**src/rtl/fetch_pkg.sv**
```systemverilog
// Shared types and constants for the instruction fetch stage.
package fetch_pkg;

  localparam int WORD_W = 32;
  localparam logic [WORD_W-1:0] PC_STEP = 32'd4;
  localparam int CNT_W = 4;

  typedef enum logic [1:0] {
    IDLE = 2'd0,
    REQ  = 2'd1,
    HOLD = 2'd2
  } fetch_state_e;

endpackage

```
**src/rtl/pc_reg.sv**
```systemverilog
// Program counter register: async active-low reset to RESET_PC, load has priority over increment.
module pc_reg
  import fetch_pkg::*;
#(
  parameter logic [WORD_W-1:0] RESET_PC = 32'h0000_0000
) (
  input  logic              clk,
  input  logic              rst_n,
  input  logic              load,
  input  logic [WORD_W-1:0] load_value,
  input  logic              inc,
  output logic [WORD_W-1:0] pc
);

  logic [WORD_W-1:0] pc_q;
  logic [WORD_W-1:0] pc_d;

  // Increment wraps naturally at 2^32.
  always_comb begin
    pc_d = pc_q;
    if (load) begin
      pc_d = load_value;
    end else if (inc) begin
      pc_d = pc_q + PC_STEP;
    end
  end

  always_ff @(posedge clk or negedge rst_n) begin
    if (!rst_n) begin
      pc_q <= RESET_PC;
    end else begin
      pc_q <= pc_d;
    end
  end

  assign pc = pc_q;

endmodule

```
**src/rtl/instruction_fetch.sv**
```systemverilog
// Fetch stage: drives program memory, captures the word, hands it to decode on valid/ready.
// Optional misaligned-redirect fault detection is enabled by defining FETCH_ALIGN_CHECK_EN.
module instruction_fetch
  import fetch_pkg::*;
#(
  parameter logic [WORD_W-1:0] RESET_PC    = 32'h0000_0000,
  parameter int                MEM_LATENCY = 1
) (
  input  logic              clk,
  input  logic              rst_n,
  output logic [WORD_W-1:0] mem_address,
  output logic              mem_read,
  input  logic [WORD_W-1:0] mem_read_data,
  output logic [WORD_W-1:0] instr_out,
  output logic [WORD_W-1:0] pc_out,
  output logic              instr_valid,
  input  logic              instr_ready,
  input  logic              redirect,
  input  logic [WORD_W-1:0] redirect_pc,
  input  logic              halt
`ifdef FETCH_ALIGN_CHECK_EN
  ,
  output logic              fetch_fault
`endif
);

  localparam logic [CNT_W-1:0] LAST_CNT = CNT_W'(MEM_LATENCY - 1);

  fetch_state_e      state_q, state_d;
  logic [CNT_W-1:0]  cnt_q, cnt_d;
  logic [WORD_W-1:0] instr_q, instr_d;
  logic [WORD_W-1:0] pc_out_q, pc_out_d;
  logic              valid_q, valid_d;
  logic [WORD_W-1:0] pc;
  logic              pc_load;
  logic              pc_inc;
  logic [WORD_W-1:0] pc_load_value;
  logic              redirect_bad;
  logic              fault_active;

  assign pc_load_value = redirect_pc & ~32'h0000_0003;

`ifdef FETCH_ALIGN_CHECK_EN
  logic fault_q, fault_d;

  assign redirect_bad = redirect && (redirect_pc[1:0] != 2'b00);
  assign fault_d      = fault_q || redirect_bad;
  assign fault_active = fault_q;
  assign fetch_fault  = fault_q;

  always_ff @(posedge clk or negedge rst_n) begin
    if (!rst_n) begin
      fault_q <= 1'b0;
    end else begin
      fault_q <= fault_d;
    end
  end
`else
  assign redirect_bad = 1'b0;
  assign fault_active = 1'b0;
`endif

  pc_reg #(
    .RESET_PC(RESET_PC)
  ) u_pc_reg (
    .clk       (clk),
    .rst_n     (rst_n),
    .load      (pc_load),
    .load_value(pc_load_value),
    .inc       (pc_inc),
    .pc        (pc)
  );

  always_ff @(posedge clk or negedge rst_n) begin
    if (!rst_n) begin
      state_q <= IDLE;
    end else begin
      state_q <= state_d;
    end
  end

  // Redirect overrides every state; a fault parks the stage in IDLE until reset.
  always_comb begin
    state_d = state_q;
    if (redirect_bad || fault_active) begin
      state_d = IDLE;
    end else if (redirect) begin
      state_d = halt ? IDLE : REQ;
    end else begin
      case (state_q)
        IDLE:    if (!halt) state_d = REQ;
        REQ:     if (cnt_q == LAST_CNT) state_d = HOLD;
        HOLD:    if (instr_ready) state_d = halt ? IDLE : REQ;
        default: state_d = IDLE;
      endcase
    end
  end

  always_comb begin
    mem_read    = (state_q == REQ);
    mem_address = pc;
  end

  always_comb begin
    cnt_d    = cnt_q;
    instr_d  = instr_q;
    pc_out_d = pc_out_q;
    valid_d  = valid_q;
    pc_load  = 1'b0;
    pc_inc   = 1'b0;
    if (redirect_bad || fault_active) begin
      valid_d = 1'b0;
      cnt_d   = '0;
    end else if (redirect) begin
      pc_load = 1'b1;
      valid_d = 1'b0;
      cnt_d   = '0;
    end else begin
      case (state_q)
        REQ: begin
          if (cnt_q == LAST_CNT) begin
            instr_d  = mem_read_data;
            pc_out_d = pc;
            valid_d  = 1'b1;
            cnt_d    = '0;
          end else begin
            cnt_d = cnt_q + CNT_W'(1);
          end
        end
        HOLD: begin
          if (instr_ready) begin
            valid_d = 1'b0;
            pc_inc  = 1'b1;
          end
        end
        default: ;
      endcase
    end
  end

  always_ff @(posedge clk or negedge rst_n) begin
    if (!rst_n) begin
      cnt_q    <= '0;
      instr_q  <= '0;
      pc_out_q <= '0;
      valid_q  <= 1'b0;
    end else begin
      cnt_q    <= cnt_d;
      instr_q  <= instr_d;
      pc_out_q <= pc_out_d;
      valid_q  <= valid_d;
    end
  end

  assign instr_out   = instr_q;
  assign pc_out      = pc_out_q;
  assign instr_valid = valid_q;

endmodule

```
**config.mk**
```make
export PLATFORM = sky130hd
export DESIGN_NAME = instruction_fetch
export DESIGN_NICKNAME = d
export VERILOG_FILES = /design/src/rtl/fetch_pkg.sv /design/src/rtl/pc_reg.sv /design/src/rtl/instruction_fetch.sv
export SDC_FILE = /design/constraint.sdc
export NUM_CORES = 1
export LEC_CHECK = 0
export BUFFER_PORTS_ARGS = -buffer_cell sky130_fd_sc_hd__buf_4
export CAP_MARGIN = 20
export CORE_MARGIN = 5
export CORE_UTILIZATION = 44
export CTS_CLUSTER_DIAMETER = 100
export DETAILED_ROUTE_END_ITERATION = 10
export GPL_TIMING_DRIVEN = 0
export PLACE_DENSITY = 0.75
export REMOVE_ABC_BUFFERS = 1
export SLEW_MARGIN = 20
export SYNTH_ARGS = -nofsm -noshare
export SYNTH_HDL_FRONTEND = slang
export SYNTH_SLANG_ARGS = --single-unit
export TNS_END_PERCENT = 30
```
**constraint.sdc**
```tcl
create_clock -name clk -period 2.4 [get_ports clk]
set_clock_uncertainty 0.2 [all_clocks]
set_input_delay 0.36 -clock clk [delete_from_list [all_inputs] [get_ports clk]]
set_output_delay 0.36 -clock clk [all_outputs]
set_load 0.01 [all_outputs]
```
# Word-level counts from Yosys, hierarchy flattened
# Index checks and enable logic that the tools add are counted.
dict set report op_classes {
  n_addsub 2
  eq_ne 5
  n_mux 19
  bitwise_logic 1
  n_reduce_logical 8
}
# cell n
set op_table {}
lappend op_table {{32-bit 2-to-1 mux} 2}
lappend op_table {{32-bit by 3-bit adder with 32-bit output, second input constant} 1}
lappend op_table {{4-bit 2-to-1 mux} 3}
lappend op_table {{3-bit AND reduction} 3}
lappend op_table {{1-bit 2-to-1 mux} 8}
lappend op_table {{2-bit 2-to-1 mux} 4}
lappend op_table {{3-bit inequality test, second input constant} 2}
lappend op_table {{2-bit one-hot mux with 3 select lines} 1}
lappend op_table {{4-bit by 1-bit adder with 4-bit output, second input constant} 1}
lappend op_table {{4-bit zero test} 1}
lappend op_table {{2-bit nonzero test} 2}
lappend op_table {{3-bit by 1-bit inequality test with 1-bit output, second input constant} 1}
lappend op_table {{3-bit nonzero test} 1}
lappend op_table {{2-bit by 1-bit equality test with 1-bit output, second input constant} 1}
lappend op_table {{2-bit equality test, second input constant} 1}
lappend op_table {{2-bit zero test} 1}
lappend op_table {{1-bit one-hot mux with 2 select lines} 1}
lappend op_table {{1-bit inverter} 1}
dict set report totals {
  ff_bits 103
  in_bits 69
  word_cells 41
}

# Logic depth before layout (Yosys ltp)
# Gate-level depths: netlist of the first run.
dict set report logic_depth {
  depth_word 5
  mapped_depth 7
}

# Cells and area by module
# A second synthesis of the first run with hierarchy kept.
dict set report unflattened {
  cells_unflattened 380
  area_unflattened_um2 4919.7
}
# module instances cells_each area_per_inst_um2
set by_module_without_submodules {}
lappend by_module_without_submodules {instruction_fetch 1 180 3099.2}
lappend by_module_without_submodules {pc_reg 1 200 1820.5}

# Worst setup path after synthesis of the first run
# No wires, ideal clock.
dict set report synth_path {
  kind {register -> register}
  from {register u_pc_reg.pc_q[2] (netlist: u_pc_reg.pc[2])}
  to {register u_pc_reg.pc_q[14] (netlist: u_pc_reg.pc[14])}
  setup_time_ps 82
  t_arrival_ps 2046
  path_slack_ps 72
  stages_incl_launch_ff 8
  synth_period_minus_slack_ps 2328
  path_cell_list {dfrtp_1 ha_1 and4b_1 buf_2 or4b_1 clkbuf_1 or3_1 a31oi_1}
}
dict set report synth_via {
  elab_chain_len 3
}
# item line
set synth_rtl {}
lappend synth_rtl {{from (decl)} pc_reg.sv:15} ;# logic [WORD_W-1:0] pc_q;
lappend synth_rtl {{from (signal assigned)} pc_reg.sv:32} ;# pc_q <= pc_d;
lappend synth_rtl {{32-bit by 3-bit adder with 32-bit output} pc_reg.sv:24} ;# pc_d = pc_q + PC_STEP;
lappend synth_rtl {{32-bit 2-to-1 mux} pc_reg.sv:23} ;# end else if (inc) begin
lappend synth_rtl {{32-bit 2-to-1 mux} pc_reg.sv:21} ;# if (load) begin
# No other way between the ends. The select of a mux whose other input is x is not followed.
# A chain may end at the register's enable or synchronous reset.

# Worst setup path in the final report of the first run
dict set report layout_path {
  from {register u_pc_reg.pc_q[3] (netlist: u_pc_reg.pc[3])}
  to {register u_pc_reg.pc_q[22] (netlist: u_pc_reg.pc[22])}
}
# Same word-level chain as after synthesis.

==> flow_summary_export.csv, run 1 <==
group,metric,value,unit
status,status,"complete, no violations",
timing,setup_violations,0,
die,die-width,110,um
detailed_routing,wl_per_cell,16.1,um
finish,synthToLayoutAreaGrowth,39.1,%
pwr,p_total,4.77,mW
logic_synthesis,synthFlopType,"dfrtp_1",
setup_path,worst_setup_path_start_kind,"flip-flop",
logic_synthesis,synth_common_cells,"dfrtp_1 (99), mux2_2 (62), nor2_1 (24), nand2_1 (22), o21ai_0 (20)",
global_routing,track_usage,17.8,%
global_routing,antenna_found_initial,0,
logic_synthesis,synth_most_common_cell,"dfrtp_1",
die,core,0.00977,mm2
global_routing,grt_pass1_vias,3493,
timing,rsz0062_at_grt,"yes",
timing,maxSlewHeadroom,35.1,%
timing,hold_viol_final,0,
detailed_routing,via_count,3594,
logic_synthesis,synth-edff-count,0,
setup_path,r2r-end,"u_pc_reg.pc[22]",
die,die_area,0.0121,mm2
global_routing,grt_overflow,0,
finish,antenna_cells,0,
detailed_routing,first_pass_iters,4,
placement,dp_hpwl,7.76,mm
min_path,hold_path_class,"input pin to flip-flop",
setup_path,critPathRequiredTime,2.47,ns
placement,gp_congestion,0.790,
finish,final_nets,623,
global_routing,grt_pass1_wl,17.0,mm
finish,largest_reg_flops,32,
timing,worst_slew_pin_slew,0.967,ns
die,pin_count,167,
die,rows,36,
timing,hold_ws,0.0155,ns
pwr,power_leakage,2.71,nW
flow_run,drv_cap,0,
cts,cts_buffer_depth,2,
pwr,p_per_area,776,mW/mm2
cts,cts_tree,"done",
detailed_routing,ant_nets,0,
timing,worst_slack,0.0649,ns
finish,multiInputGateArea,0.00181,mm2
detailed_routing,viasPerCell,5.22,
cts,clock-sinks,99,
placement,place_ws,-0.354,ns
pwr,peakVddDrop,0.419,mV
finish,final_cell_area,0.00614,mm2
cts,path_clk_slew,0.09,ns
detailed_routing,drt-total-wl,11.1,mm
cts,h-tree-depth,3,
setup_path,reg2reg_from,"u_pc_reg.pc[3]",
timing,fmax,0.428,GHz
logic_synthesis,ys_seq_elements,99,
die,die_h,110,um
logic_synthesis,synth_cells,379,
logic_synthesis,synth.distinct_cells,38,
placement,port_buffers,160,
global_routing,grt_max_degree,100,
timing,drv_slew,0,
logic_synthesis,synth.area.top_cells,"dfrtp_1 (56%), mux2_2 (16%), a31oi_1 (2.5%)",
logic_synthesis,synth_top_area_share,56.1,%
setup_path,crit_type,"flip-flop to flip-flop",
logic_synthesis,postSynthAreaPerCell,11.7,um2
timing,fin_crit_sh,97.3,%
min_path,hold_end,"u_pc_reg.pc[10]",
setup_path,critPathMaxFanout,6,
cts,clkLatencyLatePin,0.36,ns
cts,clock-root-buffer,"clkbuf_8",
die,start_util,45.2,%
setup_path,reg2reg_slack,0.06,ns
finish,drive_above_1_share,47.8,%
placement,placed_area,0.00572,mm2
setup_path,rr_worst_depth,5,
setup_path,critPathCaptureType,"flip-flop",
finish,register_area,0.00249,mm2
min_path,whs_path_depth,3,
logic_synthesis,yosys_warnings,0,
min_path,worstHoldStart,"redirect_pc[10]",
logic_synthesis,synth_area_leader_cell,"dfrtp_1",
timing,fin_crit,2.34,ns
logic_synthesis,netlist_area,0.00442,mm2
finish,fillCellCount,793,
logic_synthesis,ys_seq_area_share,56.1,%
detailed_routing,drtIter0Drc,136,
logic_synthesis,synthArstFlopShare,100,%
setup_path,crit_arrival,2.40,ns
detailed_routing,route.detailed.drc,0,
cts,cts_buffers,9,
[worst max-delay path, stage by stage, from the launching register on]
cell     delay [ns]
dfrtp_1        0.40
ha_1           0.15
and4b_2        0.28
or4b_4         0.54
or4_1          0.49
a31oi_1        0.19
[metal layers]
metal / routed length [um] / GRT usage (%)
met5: 0 / 0
met4: 120 / 4.49
met3: 934 / 5.36
met2: 5570 / 30.3
met1: 4480 / 22.0
[layout by cell type, fill, tap and decap left out, types with 3 or more instances in the layout]
cell type	netlist	routed
buf_4	4	170
dfrtp_1	99	92
mux2_2	62	62
nor2_1	24	23
nand2_1	22	22
o21ai_0	20	20
a31oi_1	18	18
nand3_1	14	14
or4_1	13	11
o31ai_1	10	10
inv_1	9	9
clkbuf_8	0	9
dlygate4sd3_1	0	9
a21oi_1	8	8
nand4_1	8	8
or3_1	7	7
dfrtp_2	0	7
xor2_1	6	6
nor3_1	5	5
xnor2_1	4	4
conb_1	1	4
nand3b_1	3	3
nor4_1	3	3
ha_1	3	3
[report_power, final]
part	total, mW	switching [mW]	leakage, nW	internal (mW)
logic	1.35	0.561	1.46	0.792
registers	2.24	0.231	1.16	2.01
clock network	1.17	0.581	0.103	0.590
[cell families (layout without fill, tap and decap cells)]
group           after synthesis  count (layout)  share of synthesized area, %
flops                        99              99                          56.1
simple gates                110             111                          13.3
mux                          63              63                          16.0
buf+inv                      35             208                          3.94
compound gates               58              58                          7.79
fa+ha+maj                     3               3                         0.850
other cells                   1               4                        0.0849
xor+xnor                     10              10                          1.98
[per-stage QoR]
stage | TNS, ns | util (%) | cells
6_report | 0 | 62.9 | 689
5_1_grt | -0.0433 | 62.9 | 689
4_1_cts | -0.00174 | 62.1 | 680
3_5_place_dp | -13.87 | 58.5 | 652
3_3_place_gp | -210.02 | 57.9 | 650
2_1_floorplan | -125.74 | - | 357
[area by class of cell]
cell class | count | area share (%)
multi-input combinational | 249 | 29.5
clock buffer | 10 | 2.08
clock inverter | 6 | 1.45
inverter | 10 | 0.611
tap | 133 | 2.71
sequential | 99 | 40.5
timing repair buffer | 182 | 23.2
[worst max-delay path by stage]
stage                            to  cells past startpoint  slack, ns      startpoint
global route        u_pc_reg.pc[14]                      6      -0.02  u_pc_reg.pc[3]
finish              u_pc_reg.pc[22]                      5       0.06  u_pc_reg.pc[3]
global placement       instr_out[1]                      6      -3.37        cnt_q[0]
CTS                 u_pc_reg.pc[22]                      5     -0.002  u_pc_reg.pc[2]
floorplan              instr_out[0]                      6      -2.03        cnt_q[0]
detailed placement  u_pc_reg.pc[22]                      5      -0.35  u_pc_reg.pc[2]
[what timing repair did]
action,in CTS,in global routing
buffers inserted,3,8
hold buffers,9,0
gates cloned,0,1
hold endpoints to repair,107,0
resized for setup,6,6
pin swaps,2,5
setup endpoints to repair,77,16
Power figures use the tool's default switching activity.
==> run 2, diff against run 1 <==
SETUP_SLACK_MARGIN = 0.15   (was not set)
==> run 2 against run 1 <==
  * Maximum frequency up 4.6%
  * Worst setup slack improved by 0.10 ns
  * Design area rose by 3.2%
  * Sequential power is essentially flat
  * Die area unchanged
  * Global-route usage is 0.67 points higher
  * Sequential cell count is the same
  * Highest routed layer unchanged
  * First-iteration DRC count grew 18%
  * Total power is 1.3% higher
  * Register-to-register slack improved by 0.10 ns
  * Non-clock buffer count rose by 18
==> flow_summary_export.csv, run 2 (synthesis gave the netlist of run 1 again) <==
group,metric,value,unit
status,status,"complete, no violations",
detailed_routing,first_pass_iters,5,
pwr,p_per_area,761,mW/mm2
timing,fin_crit_sh,93.0,%
detailed_routing,drtIter0Drc,160,
timing,setup_violations,0,
pwr,p_seq_share,46.4,%
flow_run,drv_cap,0,
die,die-width,110,um
detailed_routing,wl_per_cell,16.5,um
setup_path,critPathMaxFanout,8,
timing,fin_crit,2.23,ns
pwr,power_leakage,2.82,nW
pwr,switching_share,29.0,%
cts,clkLatencyLatePin,0.36,ns
pwr,p_clk_share,24.4,%
global_routing,grt_max_degree,100,
die,pin_count,167,
setup_path,crit_type,"flip-flop to flip-flop",
timing,fmax,0.448,GHz
setup_path,critPathCaptureType,"flip-flop",
timing,hold_ws,0.0140,ns
placement,place_ws,-0.354,ns
global_routing,antenna_found_initial,0,
setup_path,worst_setup_path_start_kind,"flip-flop",
pwr,share_comb_of_total_power,29.2,%
placement,gp_congestion,0.790,
timing,worst_slack,0.167,ns
die,die_h,110,um
finish,final_common_cell,"buf_4",
die,start_util,45.2,%
pwr,p_int,3.43,mW
finish,synthToLayoutAreaGrowth,43.6,%
setup_path,crit_arrival,2.30,ns
global_routing,grt_pass1_vias,3589,
placement,dp_hpwl,7.76,mm
finish,final_nets,641,
cts,cts_tree,"done",
detailed_routing,viasPerCell,5.19,
setup_path,critPathRequiredTime,2.46,ns
timing,rsz0062_at_grt,"yes",
timing,hold_viol_final,0,
finish,drive_above_1_share,50.5,%
cts,path_clk_slew,0.10,ns
global_routing,grt_pass1_wl,17.5,mm
cts,cts_buffer_depth,2,
finish,largest_reg_flops,32,
timing,worst_slew_pin_slew,0.952,ns
cts,clock-root-buffer,"clkbuf_8",
setup_path,max_stage_delay,0.54,ns
setup_path,worst_path_max_delay_cell,"or4b_4",
placement,port_buffers,160,
timing,drv_slew,0,
detailed_routing,via_count,3671,
finish,mostFrequentLayoutCells,"buf_4 (185), dfrtp_1 (89), mux2_2 (62), nor2_1 (23), nand2_1 (21)",
global_routing,grt_overflow,0,
finish,antenna_cells,0,
pwr,peakVddDrop,0.420,mV
cts,cts_buffers,9,
detailed_routing,route.detailed.drc,0,
timing,maxSlewHeadroom,36.1,%
die,core,0.00977,mm2
cts,h-tree-depth,3,
detailed_routing,ant_nets,0,
pwr,p_sw,1.40,mW
die,die_area,0.0121,mm2
global_routing,track_usage,18.4,%
detailed_routing,drt-total-wl,11.7,mm
cts,clock-sinks,99,
min_path,hold_path_class,"input pin to flip-flop",
setup_path,path_cells,"and4b_2, or4b_4, buf_6, or3_1, a31oi_1",
timing,fin_tns_setup,0,ns
die,rows,36,
-- run 2: timing repair --
item                                   4_1_cts  5_1_grt
buffers inserted                            12       16
gates resized for setup                     12       11
endpoints found under the hold margin      107        0
pin swaps                                    5       10
setup endpoints to repair                   81       79
cloned                                       1        1
hold buffers                                 9        0
-- run 2: critical path, delay by kind of cell (launching register included) --
family / cells / cell delay [ns]
and+or+nand+nor: 3 / 1.15
DFF: 1 / 0.44
AOI/OAI and AO/OA: 1 / 0.18
buffers and inverters: 1 / 0.16
-- run 2: through the flow --
stage	power [mW]	utilization [%]	cell area (um2)	cells
2_1_floorplan	2.81	-	4290	357
6_report	4.83	64.9	6340	707
3_5_place_dp	3.62	58.5	5720	652
3_3_place_gp	3.57	57.9	5660	650
5_1_grt	5.08	64.9	6340	707
4_1_cts	4.84	63.2	6180	690
-- run 2: final cells by class --
type	count	area (um2)
clock buffer	10	128
clock inverter	6	88.8
fill	770	3430
inverter	10	37.5
multi-input combinational	249	1840
sequential	99	2490
tap	133	166
timing repair buffer	200	1590
-- run 2: path summary, 6_finish.rpt --
check / from / to / slack [ns] / depth (start not counted)
max in group asynchronous: rst_n / u_pc_reg.pc[14] / 0.87 / 2
setup / recovery: state_q[0] / u_pc_reg.pc[18] / 0.17 / 5
hold reg to reg: pc_out[17] / pc_out[17] / 0.31 / 1
setup reg to reg: state_q[0] / u_pc_reg.pc[18] / 0.17 / 5
min in group asynchronous: rst_n / pc_out[18] / 0.46 / 2
hold / removal: redirect_pc[8] / u_pc_reg.pc[8] / 0.01 / 3
-- run 2: power by group through the flow --
stage | clock (mW) | sequential, mW | combinational, mW
after floorplan | 0 | 2.41 | 0.404
after global placement | 0 | 2.25 | 1.32
after detailed placement | 0 | 2.28 | 1.34
after CTS | 1.20 | 2.24 | 1.39
after global routing | 1.27 | 2.29 | 1.52
final | 1.18 | 2.24 | 1.41
-- run 2: routing by layer --
| layer | GRT usage, % | share of wire, % | vias to the layer above | wire length [um] |
|---|---|---|---|---|
| li1 | - | - | 1746 | - |
| met1 | 22.8 | 40 | 1789 | 4680 |
| met2 | 31.6 | 50 | 120 | 5890 |
| met3 | 5.18 | 8.0 | 16 | 933 |
| met4 | 5.10 | 1.4 | 0 | 163 |
| met5 | 0 | 0 | - | 0 |
==> run 3, diff against run 2 <==
HOLD_SLACK_MARGIN = 0.05   (was not set)
==> run 3 against run 2 <==
  * Worst setup slack improved by 0.0013 ns
  * Global-route usage increased by 1.3 points
  * Largest power group unchanged
  * Maximum frequency about the same
  * Combinational power increased by 4%
  * Design area increased by 6.3%
  * Via count increased by 5.3%
  * Critical path type unchanged
  * Register-to-register slack about the same
  * Highest routed layer unchanged
==> flow_summary_export.csv, run 3 (synthesis gave the netlist of run 1 again) <==
group,metric,value,unit
detailed_routing,viasPerCell,5.18,
cts,clock-root-buffer,"clkbuf_8",
min_path,hold_path_class,"input pin to flip-flop",
finish,largest_reg_flops,32,
global_routing,grt_overflow,0,
die,core,0.00977,mm2
setup_path,critPathMaxFanout,8,
die,die_area,0.0121,mm2
placement,port_buffers,160,
setup_path,worst_setup_path_start_kind,"flip-flop",
pwr,peakVddDrop,0.430,mV
flow_run,drv_cap,0,
global_routing,antenna_found_initial,0,
timing,rsz0062_at_grt,"yes",
setup_path,crit_cells,6,
finish,post-route-util,69.0,%
global_routing,grt_max_degree,100,
cts,clkLatencyLatePin,0.36,ns
cts,cts_buffer_depth,2,
timing,hold_viol_final,0,
setup_path,crit_type,"flip-flop to flip-flop",
setup_path,crit_start,"u_pc_reg.pc[2]",
setup_path,crit_arrival,2.29,ns
setup_path,reg2reg_slack,0.17,ns
timing,drv_slew,0,
finish,drive_above_1_share,47.1,%
die,start_util,45.2,%
setup_path,critPathRequiredTime,2.46,ns
die,pin_count,167,
cts,cts_buffers,9,
timing,maxSlewHeadroom,35.9,%
placement,placed_area,0.00572,mm2
cts,path_clk_slew,0.10,ns
finish,antenna_cells,0,
detailed_routing,via_count,3865,
setup_path,cp_top_family,"simple AND/OR/NAND/NOR gates",
finish,synthToLayoutAreaGrowth,52.6,%
detailed_routing,drtIter0Drc,178,
global_routing,grt_pass1_vias,3817,
timing,worst_slew_pin_slew,0.955,ns
detailed_routing,first_pass_iters,6,
detailed_routing,drt-total-wl,12.4,mm
placement,dp_hpwl,7.76,mm
pwr,p_per_area,724,mW/mm2
setup_path,worst_path_max_delay_cell,"or4b_4",
detailed_routing,route.detailed.drc,0,
setup_path,r2r-end,"u_pc_reg.pc[18]",
status,status,"complete, no violations",
cts,cts_tree,"done",
cts,h-tree-depth,3,
die,die-width,110,um
detailed_routing,ant_nets,0,
timing,fmax,0.448,GHz
finish,final_common_cell,"buf_4",
setup_path,critPathCaptureType,"flip-flop",
finish,final_cell_area,0.00674,mm2
timing,fin_crit,2.23,ns
finish,final_nets,680,
die,rows,36,
setup_path,crit_buf_inv,1,
setup_path,rr_worst_depth,6,
die,die_h,110,um
finish,mostFrequentLayoutCells,"buf_4 (183), dfrtp_1 (88), mux2_2 (62), dlygate4sd3_1 (50), nor2_1 (23)",
timing,setup_violations,0,
pwr,power_leakage,2.98,nW
cts,clock-sinks,99,
setup_path,path_cells,"ha_1, and4b_2, or4b_4, buf_6, or3_1, a31oi_1",
timing,fin_crit_sh,93.0,%
global_routing,track_usage,19.7,%
global_routing,grt_pass1_wl,18.7,mm
detailed_routing,wl_per_cell,16.6,um
placement,gp_congestion,0.790,
setup_path,max_stage_delay,0.54,ns
setup_path,reg2reg_from,"u_pc_reg.pc[2]",
setup_path,timing.critical_path.to,"u_pc_reg.pc[18]",
run 3: cell types whose count changed in the layout (fill, tap and decap cells not counted), sizes merged:
cell         before  now
buf             190  188
dlygate4sd3       9   50
run 3: cell type report:
cell class              count  area, um2
clock buffers              10        128
inverters                  10       37.5
clock inverters             6       88.8
multi-input cells         249       1840
repair buffers            239       1990
fillers                   708       3030
flip-flops and latches     99       2490
well taps                 133        166
run 3: metrics by stage:
step                hold slack [ns]  setup TNS (ns)  power [mW]  worst slack [ns]  cells
floorplan                    -0.136         -125.74        2.81             -2.03    357
global placement              0.290         -210.02        3.57             -3.37    650
detailed placement            0.296          -13.87        3.62            -0.354    652
CTS                          0.0509               0        4.89            0.0983    731
global route                 0.0588               0        5.13            0.0505    746
finish                       0.0605               0        4.88             0.169    746
run 3: worst register-to-register path: stages (launching register included):
cell,delay [ns]
dfrtp_1,0.37
ha_1,0.15
and4b_2,0.24
or4b_4,0.54
buf_6,0.16
or3_1,0.30
a31oi_1,0.18
run 3: routing by layer:
layer | part of all wire, % | GRT usage [%]
met4 | 0.62 | 4.66
met5 | 0 | 0
met3 | 7.4 | 5.01
met2 | 52 | 35.1
met1 | 40 | 24.1
run 3: worst min-delay path by stage:
stage	end	slack, ns	cells past startpoint	start
2_1_floorplan	cnt_q[0]	-0.14	0	rst_n
6_report	u_pc_reg.pc[28]	0.06	3	redirect_pc[28]
5_1_grt	u_pc_reg.pc[26]	0.06	3	redirect_pc[26]
3_5_place_dp	pc_out[17]	0.30	1	pc_out[17]
4_1_cts	u_pc_reg.pc[28]	0.05	3	redirect_pc[28]
3_3_place_gp	instr_out[8]	0.29	1	instr_out[8]
run 3: report_power, final:
part	internal [mW]	switching (mW)
Combinational	0.862	0.602
Clock	0.590	0.584
Sequential	2.01	0.230
run 3: what timing repair did:
item,CTS,global route
pin swaps,5,9
setup buffers,12,14
hold buffers,50,0
gates cloned,1,1
gates resized for setup,12,12
endpoints found under the hold margin,148,0
setup endpoints to repair,81,79
